### src/rtl/booth_pkg.sv
// Shared types and encodings for the radix-2 Booth multiplier datapath.
package booth_pkg;

  typedef enum logic [1:0] {
    IDLE = 2'd0,
    CALC = 2'd1,
    DONE = 2'd2
  } state_t;

  localparam logic SEL_ADD = 1'b1;
  localparam logic SEL_SUB = 1'b0;

  // {Q[0], q_1} pairs that require an add or a subtract of M
  localparam logic [1:0] BOOTH_ADD = 2'b01;
  localparam logic [1:0] BOOTH_SUB = 2'b10;

endpackage

### src/rtl/booth_addsub.sv
// Combinational add/sub unit: sel=1 adds, sel=0 subtracts.
module booth_addsub #(
  parameter int unsigned W = 17
) (
  input  logic [W-1:0] in0,
  input  logic [W-1:0] in1,
  input  logic         sel,
  output logic [W-1:0] out
);

  assign out = sel ? (in0 + in1) : (in0 - in1);

endmodule

### src/rtl/booth_mult_ctrl.sv
// Sequential radix-2 Booth multiplier: one Booth step per clock, signed
// WIDTH x WIDTH operands, registered 2*WIDTH product with a done pulse.
module booth_mult_ctrl
  import booth_pkg::*;
#(
  parameter int unsigned WIDTH = 16
) (
  input  logic               clk,
  input  logic               rst_n,
  input  logic               start,
  input  logic [WIDTH-1:0]   mcand,
  input  logic [WIDTH-1:0]   mplier,
  output logic               busy,
  output logic               done,
  output logic [2*WIDTH-1:0] product
);

  localparam int unsigned CNT_W = $clog2(WIDTH + 1);
  localparam int unsigned AW    = WIDTH + 1;

  state_t           state, state_nxt;
  logic [AW-1:0]    a_q, m_q;
  logic [WIDTH-1:0] q_q;
  logic             q1_q;
  logic [CNT_W-1:0] cnt_q;

  logic [1:0]       pair_c;
  logic             sel_c;
  logic             last_c;
  logic [AW-1:0]    sum_c, a_new_c, a_sh_c;
  logic [WIDTH-1:0] q_sh_c;
  logic             busy_nxt, done_nxt;

  booth_addsub #(.W(AW)) u_addsub (
    .in0 (a_q),
    .in1 (m_q),
    .sel (sel_c),
    .out (sum_c)
  );

  // Booth step: pick add/sub/none, then arithmetic shift {A,Q,q_1} right
  always_comb begin
    pair_c  = {q_q[0], q1_q};
    sel_c   = (pair_c == BOOTH_ADD) ? SEL_ADD : SEL_SUB;
    a_new_c = ((pair_c == BOOTH_ADD) || (pair_c == BOOTH_SUB)) ? sum_c : a_q;
    a_sh_c  = {a_new_c[AW-1], a_new_c[AW-1:1]};
    q_sh_c  = {a_new_c[0], q_q[WIDTH-1:1]};
    last_c  = (cnt_q == CNT_W'(1));
  end

  always_ff @(posedge clk or negedge rst_n) begin
    if (!rst_n) state <= IDLE;
    else        state <= state_nxt;
  end

  always_comb begin
    state_nxt = state;
    busy_nxt  = 1'b0;
    done_nxt  = 1'b0;
    case (state)
      IDLE:    if (start) state_nxt = CALC;
      CALC:    if (last_c) state_nxt = DONE;
      DONE:    state_nxt = IDLE;
      default: state_nxt = IDLE;
    endcase
    busy_nxt = (state_nxt != IDLE);
    done_nxt = (state_nxt == DONE);
  end

  always_ff @(posedge clk or negedge rst_n) begin
    if (!rst_n) begin
      a_q     <= '0;
      m_q     <= '0;
      q_q     <= '0;
      q1_q    <= 1'b0;
      cnt_q   <= '0;
      busy    <= 1'b0;
      done    <= 1'b0;
      product <= '0;
    end else begin
      busy <= busy_nxt;
      done <= done_nxt;
      case (state)
        IDLE: begin
          if (start) begin
            a_q   <= '0;
            m_q   <= {mcand[WIDTH-1], mcand};
            q_q   <= mplier;
            q1_q  <= 1'b0;
            cnt_q <= CNT_W'(WIDTH);
          end
        end
        CALC: begin
          a_q   <= a_sh_c;
          q_q   <= q_sh_c;
          q1_q  <= q_q[0];
          cnt_q <= cnt_q - CNT_W'(1);
          if (last_c) product <= {a_sh_c[WIDTH-1:0], q_sh_c};
        end
        default: ;
      endcase
    end
  end

endmodule
### config.mk
export PLATFORM = sky130hd
export DESIGN_NAME = booth_mult_ctrl
export DESIGN_NICKNAME = d
export VERILOG_FILES = /design/src/rtl/booth_pkg.sv /design/src/rtl/booth_addsub.sv /design/src/rtl/booth_mult_ctrl.sv
export SDC_FILE = /design/constraint.sdc
export NUM_CORES = 1
export LEC_CHECK = 0
export ABC_AREA = 1
export BUFFER_PORTS_ARGS = -buffer_cell sky130_fd_sc_hd__buf_2
export CAP_MARGIN = 10
export CORE_UTILIZATION = 62
export CTS_CLUSTER_DIAMETER = 120
export DETAILED_ROUTE_END_ITERATION = 10
export PLACE_DENSITY = 0.94
export SYNTH_ARGS = -nofsm -noshare
export SYNTH_HDL_FRONTEND = slang
export SYNTH_SLANG_ARGS = --single-unit
### constraint.sdc
create_clock -name clk -period 8 [get_ports clk]
set_clock_uncertainty 0.05 [all_clocks]
set_input_delay 1.6 -clock clk [delete_from_list [all_inputs] [get_ports clk]]
set_output_delay 1.6 -clock clk [all_outputs]
set_load 0.005 [all_outputs]
* Yosys cells after proc, flatten, opt, wreduce, memory -nomap -nowiden
Index checks and enable logic that the tools add are counted.
** Cells by class
- Add/sub/neg operators :: 3
- Multiply operators :: 0
- Div/mod/pow operators :: 0
- $lt $le $gt $ge :: 0
- Equal/unequal tests :: 6
- Shift operators :: 0
- Multiplexer cells :: 14
- Bitwise logic cells :: 0
- Reduce and logical (&&, ||, !) cells :: 7
** Operators by type and width (count)
- two-way mux 17 bit :: 3
- one-hot mux 17 bit (2 select lines) :: 1
- one-hot mux 16 bit (2 select lines) :: 1
- adder 17 bit :: 1
- subtractor 17 bit :: 1
- two-way mux 16 bit :: 1
- one-hot mux 5 bit (2 select lines) :: 1
- AND reduction 2 bit :: 3
- == test 5 x 1 -> 1 bit, second input constant :: 1
- two-way mux 5 bit :: 1
- subtractor 5 x 1 -> 5 bit, second input constant :: 1
- == test 2 x 1 -> 1 bit, second input constant :: 2
- == test 2 bit, second input constant :: 2
- two-way mux 2 bit :: 2
- one-hot mux 2 bit (2 select lines) :: 1
- nonzero test 2 bit :: 2
- zero test 2 bit :: 1
- two-way mux 1 bit :: 2
- != test 2 bit, second input constant :: 1
- one-hot mux 1 bit (2 select lines) :: 1
- logical OR 1 bit :: 1
** Storage, ports and cells
- Register bits :: 91
- Latch bits :: 0
- Bits in writable memories :: 0
- Bits in read-only memories :: 0
- Input bits :: 35
- Output and inout port bits :: 34
- Logic and storage cells :: 39
- Memories kept :: 0

* Longest topological paths before layout
- Word-level depth :: 5
- Depth in mapped cells :: 20
- Depth with buffers taken out :: 20

* Cells and area by module
Synthesis repeated with hierarchy kept, for this count alone.
** Unflattened totals
- Cells, all modules :: 709
- Area, all modules :: 5177.5 µm²
** Modules (own cells, without submodules)
- booth_mult_ctrl :: times used 1, cells each 464, area an instance 3842.4 µm², seq. area each 2252.2 µm²
- booth_addsub :: times used 1, cells each 245, area an instance 1335.0 µm², seq. area each 0.0 µm²

* Worst setup path after synthesis
Ideal clock, no wire load.
- Path type :: reg2reg
- From :: reg m_q[0]
- To :: reg a_q[15]
- Setup time :: 0.116 ns
- Data arrival time :: 2.411 ns
- Data required time :: 7.834 ns
- Path slack :: 5.423 ns
- Stages on the path, launching flop included :: 20
- Path buffers :: 0
- Clock period less this slack :: 2.577 ns
- Cells stage by stage :: dfrtp_1 inv_1 ha_1 nand3_1 o31ai_1 o21ai_0 xor2_1 ha_1 nand2_1 inv_1 nand2_1 nand2_1 a21oi_1 nand2_1 nand2_1 nand3_1 nand2_1 nand2_1 nand2_1 nand2_1
** On the way
- Word-level cells in the longest chain between the ends :: 4
- Elaborated cells between the ends (all ways) :: 5
- Those cells by class :: 2 x add/sub; 3 x mux
** RTL lines
- start: declaration :: RTL line booth_mult_ctrl.sv:22 : logic [AW-1:0] a_q, m_q;
- start signal: assignment :: RTL line booth_mult_ctrl.sv:87 : m_q <= {mcand[WIDTH-1], mcand};
- subtractor 17 bit / adder 17 bit (equally long branches) :: RTL line booth_addsub.sv:11 : assign out = sel ? (in0 + in1) : (in0 - in1);
- two-way mux 17 bit * :: RTL line booth_addsub.sv:11
- two-way mux 17 bit * :: RTL line booth_mult_ctrl.sv:45 : a_new_c = ((pair_c == BOOTH_ADD) || (pair_c == BOOTH_SUB)) ? sum_c : a_q;
- one-hot mux 17 bit (2 select lines) * :: RTL line booth_mult_ctrl.sv:83 : case (state)
- end signal: assignment :: RTL line booth_mult_ctrl.sv:94 : a_q <= a_sh_c;
- end: declaration :: RTL line booth_mult_ctrl.sv:22
Mark *: on every way between the ends. The rest lies on a longest branch, timed or not.
A chain may end at the register's enable or synchronous reset.

* Worst setup path after layout
- From :: reg q_q[0]
- To :: reg product[31]
** On the way
- Word-level cells in the longest chain between the ends :: 4
- Elaborated cells between the ends (all ways) :: 6
- Those cells by class :: 2 x eq/ne; 3 x mux; 1 x reduce/logical
** RTL lines
- start: declaration :: RTL line booth_mult_ctrl.sv:23 : logic [WIDTH-1:0] q_q;
- start signal: assignment :: RTL line booth_mult_ctrl.sv:88 : q_q <= mplier;
- start signal: assignment :: RTL line booth_mult_ctrl.sv:95 : q_q <= q_sh_c;
- == test 2 x 1 -> 1 bit :: RTL line booth_mult_ctrl.sv:44, booth_mult_ctrl.sv:45
- two-way mux 1 bit :: RTL line booth_mult_ctrl.sv:44 : sel_c = (pair_c == BOOTH_ADD) ? SEL_ADD : SEL_SUB;
- two-way mux 17 bit :: RTL line booth_addsub.sv:11
- two-way mux 17 bit * :: RTL line booth_mult_ctrl.sv:45
- end signal: assignment :: RTL line booth_mult_ctrl.sv:98 : if (last_c) product <= {a_sh_c[WIDTH-1:0], q_sh_c};
- end: declaration :: RTL line booth_mult_ctrl.sv:15 : output logic [2*WIDTH-1:0] product
Marks and branches as above.

==> results_dict.tcl <==
set metrics [dict create \
    start_kind "flip-flop" \
    via_per_inst 5.622 \
    status "finished clean" \
    relSlewSlack_pct 27.48 \
    cts_sinks 90 \
    synth_seq_cells 90 \
    grt_use_met1_pct 40.84 \
    diodes 0 \
    dieHeight_microns 90.60 \
    fin_setup_tns_ns 0 \
    layout.nets 730 \
    synth_nets 672 \
    seq_area_frac_synth_pct 46.27 \
    hold_path.class "flip-flop to flip-flop" \
    netlist_instances 615 \
    cts_tree "built" \
    rsz0062_at_grt "false" \
    dieArea_sq_um 8208 \
    clkTransAtPathRegs_ns 0.11 \
    period_needed_ns 3.223 \
    fillerInstances 574 \
    cts.repair.resized 0 \
    num_vias 4368 \
    crit_arrival_ns 3.44 \
    postRouteAntennaNets 0 \
    htree_levels 3 \
    syn_to_final_growth_pct 11.29 \
    cts-root-buf "clkbuf_8" \
    worstSkewPairLatency_ns 0.37 \
    crit_path_end_kind "flip-flop" \
    synth_edf_count 0 \
    synthTopCellsByCount "nand2_1 (206), dfrtp_1 (90), inv_1 (63), o21ai_0 (50)" \
    grt_max_degree 91 \
    yosysTopAreaCell "dfrtp_1" \
    hold_slack_ns 0.4320 \
    ios 69 \
    die_w_microns 90.60 \
    dr.pass1.iters 6 \
    grt_pass1_vias 4195 \
    gp_congestion 0.9798 \
    yosysTopAreaCellShare_pct 46.27 \
    met3_usage_pct 4.377 \
    maxCapViolCount 0 \
    fmax_ghz 0.3103 \
    dp_hpwl_microns 8176 \
    grt_pass1_wl_microns 19390 \
    netlist_area_sq_um 4867 \
    required_ns 8.21 \
    track_usage_pct 29.53 \
    numPortBuffers 68 \
    clockBufferDepth 2 \
    yosysMostFrequentCell "nand2_1" \
    numCtsBuffers 9 \
    met2_usage_pct 47.73 \
    crit_fanout 14 \
    wire_per_inst_microns 14.79 \
    synthFlopType "dfrtp_1" \
    antenna_found_initial 0 \
    drive_gt1_share_pct 15.04 \
    final_util_pct 73.11 \
    timing.final.crit_share_pct 40.28 \
    yosysWarnings 0 \
    cts_hold_buf 0 \
    tightestPinTransition_ns 1.088 \
    cts_setup_buffers 0 \
    final_hold_viol_count 0 \
    core_region_area_sq_um 7408 \
    start_util_pct 65.70 \
    slew_viol_final 0 \
    busiest_layer "met2" \
    synth.distinct_cells 37 \
    synth.top_cells.by_area "dfrtp_1 (46%), nand2_1 (16%), ha_1 (5.4%), o21ai_0 (5.1%), inv_1 (4.9%)" \
    critical_path_class "flip-flop to flip-flop" \
    routed_wl_microns 11490 \
    synth.avg_cell_area_sq_um 7.914 \
    gr-total-overflow 0 \
    synthArstFlopShare_pct 100.0 \
    setup_violations 0 \
    row_count 31 \
    drc 0 \
    initialDrtViolationCount 527 \
]
==> worst max-delay path, cell delays in order, from the launching register on <==
cell	delay (ns)
dfrtp_1	0.37
inv_1	0.09
ha_1	0.49
inv_1	0.20
o31ai_1	0.17
o21ai_0	0.19
xor2_1	0.18
ha_1	0.36
nand2_1	0.15
inv_1	0.05
nand2_1	0.06
nand2_1	0.06
a21oi_1	0.11
nand2_1	0.07
nand2_1	0.07
nand3_1	0.08
nand2_1	0.09
nand2_1	0.10
nand2_1	0.12
nand2_1	0.06
==> cell families (layout without fill, tap and decap cells) <==
group | Yosys count | count (layout) | share of synthesized area, %
and+or+nand+nor | 288 | 288 | 24.32
AOI/OAI and AO/OA | 108 | 108 | 12.98
DFF | 90 | 90 | 46.27
buffers and inverters | 90 | 153 | 7.507
adders and majority gates | 22 | 22 | 5.810
xor gates and xnor gates | 15 | 15 | 2.699
muxes | 2 | 2 | 0.4113
==> placed cells by master (no fill, tap or decap), types with 5 or more instances in the layout <==
cell      synthesis  final
dfrtp_1          90     90
inv_2             5      5
inv_1            63     63
xor2_1           11     11
nand2_1         206    206
nand3_1          31     31
clkbuf_8          0      9
o22ai_1           7      7
nand2_2           5      5
ha_1             21     21
buf_2            10     67
o21ai_0          50     50
a21oi_1          22     22
nor2_1           31     31
o221ai_1         14     14
==> path summary, 6_finish.rpt <==
path,start,slack [ns],depth (start not counted),endpoint
max,q_q[0],4.78,19,product[31]
min,product[25],0.43,2,product[25]
max reg2reg,q_q[0],4.78,19,product[31]
min reg2reg,product[25],0.43,2,product[25]
max in group asynchronous,rst_n,5.81,1,product[23]
min in group asynchronous,rst_n,1.36,1,cnt_q[2]
==> per-stage QoR <==
| step | worst slack, ns | cells | area (sq um) |
|---|---|---|---|
| 4_1_cts | 4.828 | 777 | 5416 |
| 5_1_grt | 4.508 | 777 | 5416 |
| 3_5_place_dp | 4.485 | 761 | 5231 |
| 3_3_place_gp | 4.597 | 761 | 5231 |
| 6_report | 4.777 | 777 | 5416 |
| 2_1_floorplan | 5.423 | 615 | 4867 |
==> flip-flops by register name, indices dropped and copies added (netlist names) <==
| signal | cells |
|---|---|
| a_q | 16 |
| busy | 1 |
| cnt_q | 5 |
| done | 1 |
| m_q | 16 |
| product | 32 |
| q1_q | 1 |
| q_q | 16 |
| state | 2 |
==> per-layer routing <==
layer / share of wire [%] / routed length, microns / vias to the layer above
met1: 45 / 5163 / 2053
met2: 47 / 5355 / 177
met4: 2.3 / 259 / 0
met5: 0 / 0 / -
met3: 6.2 / 714 / 31
li1: - / - / 2107
==> cell type report <==
class / count / area (sq um) / area share [%]
sequential: 90 / 2252 / 41.58
clock buffer: 9 / 123.9 / 2.287
multi-input combinational: 435 / 2250 / 41.53
timing repair buffer: 69 / 350.3 / 6.468
tap: 99 / 123.9 / 2.287
inverter: 68 / 255.2 / 4.712
clock inverter: 7 / 61.31 / 1.132
Power is not shown: default switching activity piles up to over one toggle a cycle in this logic, so the estimate is an artifact.
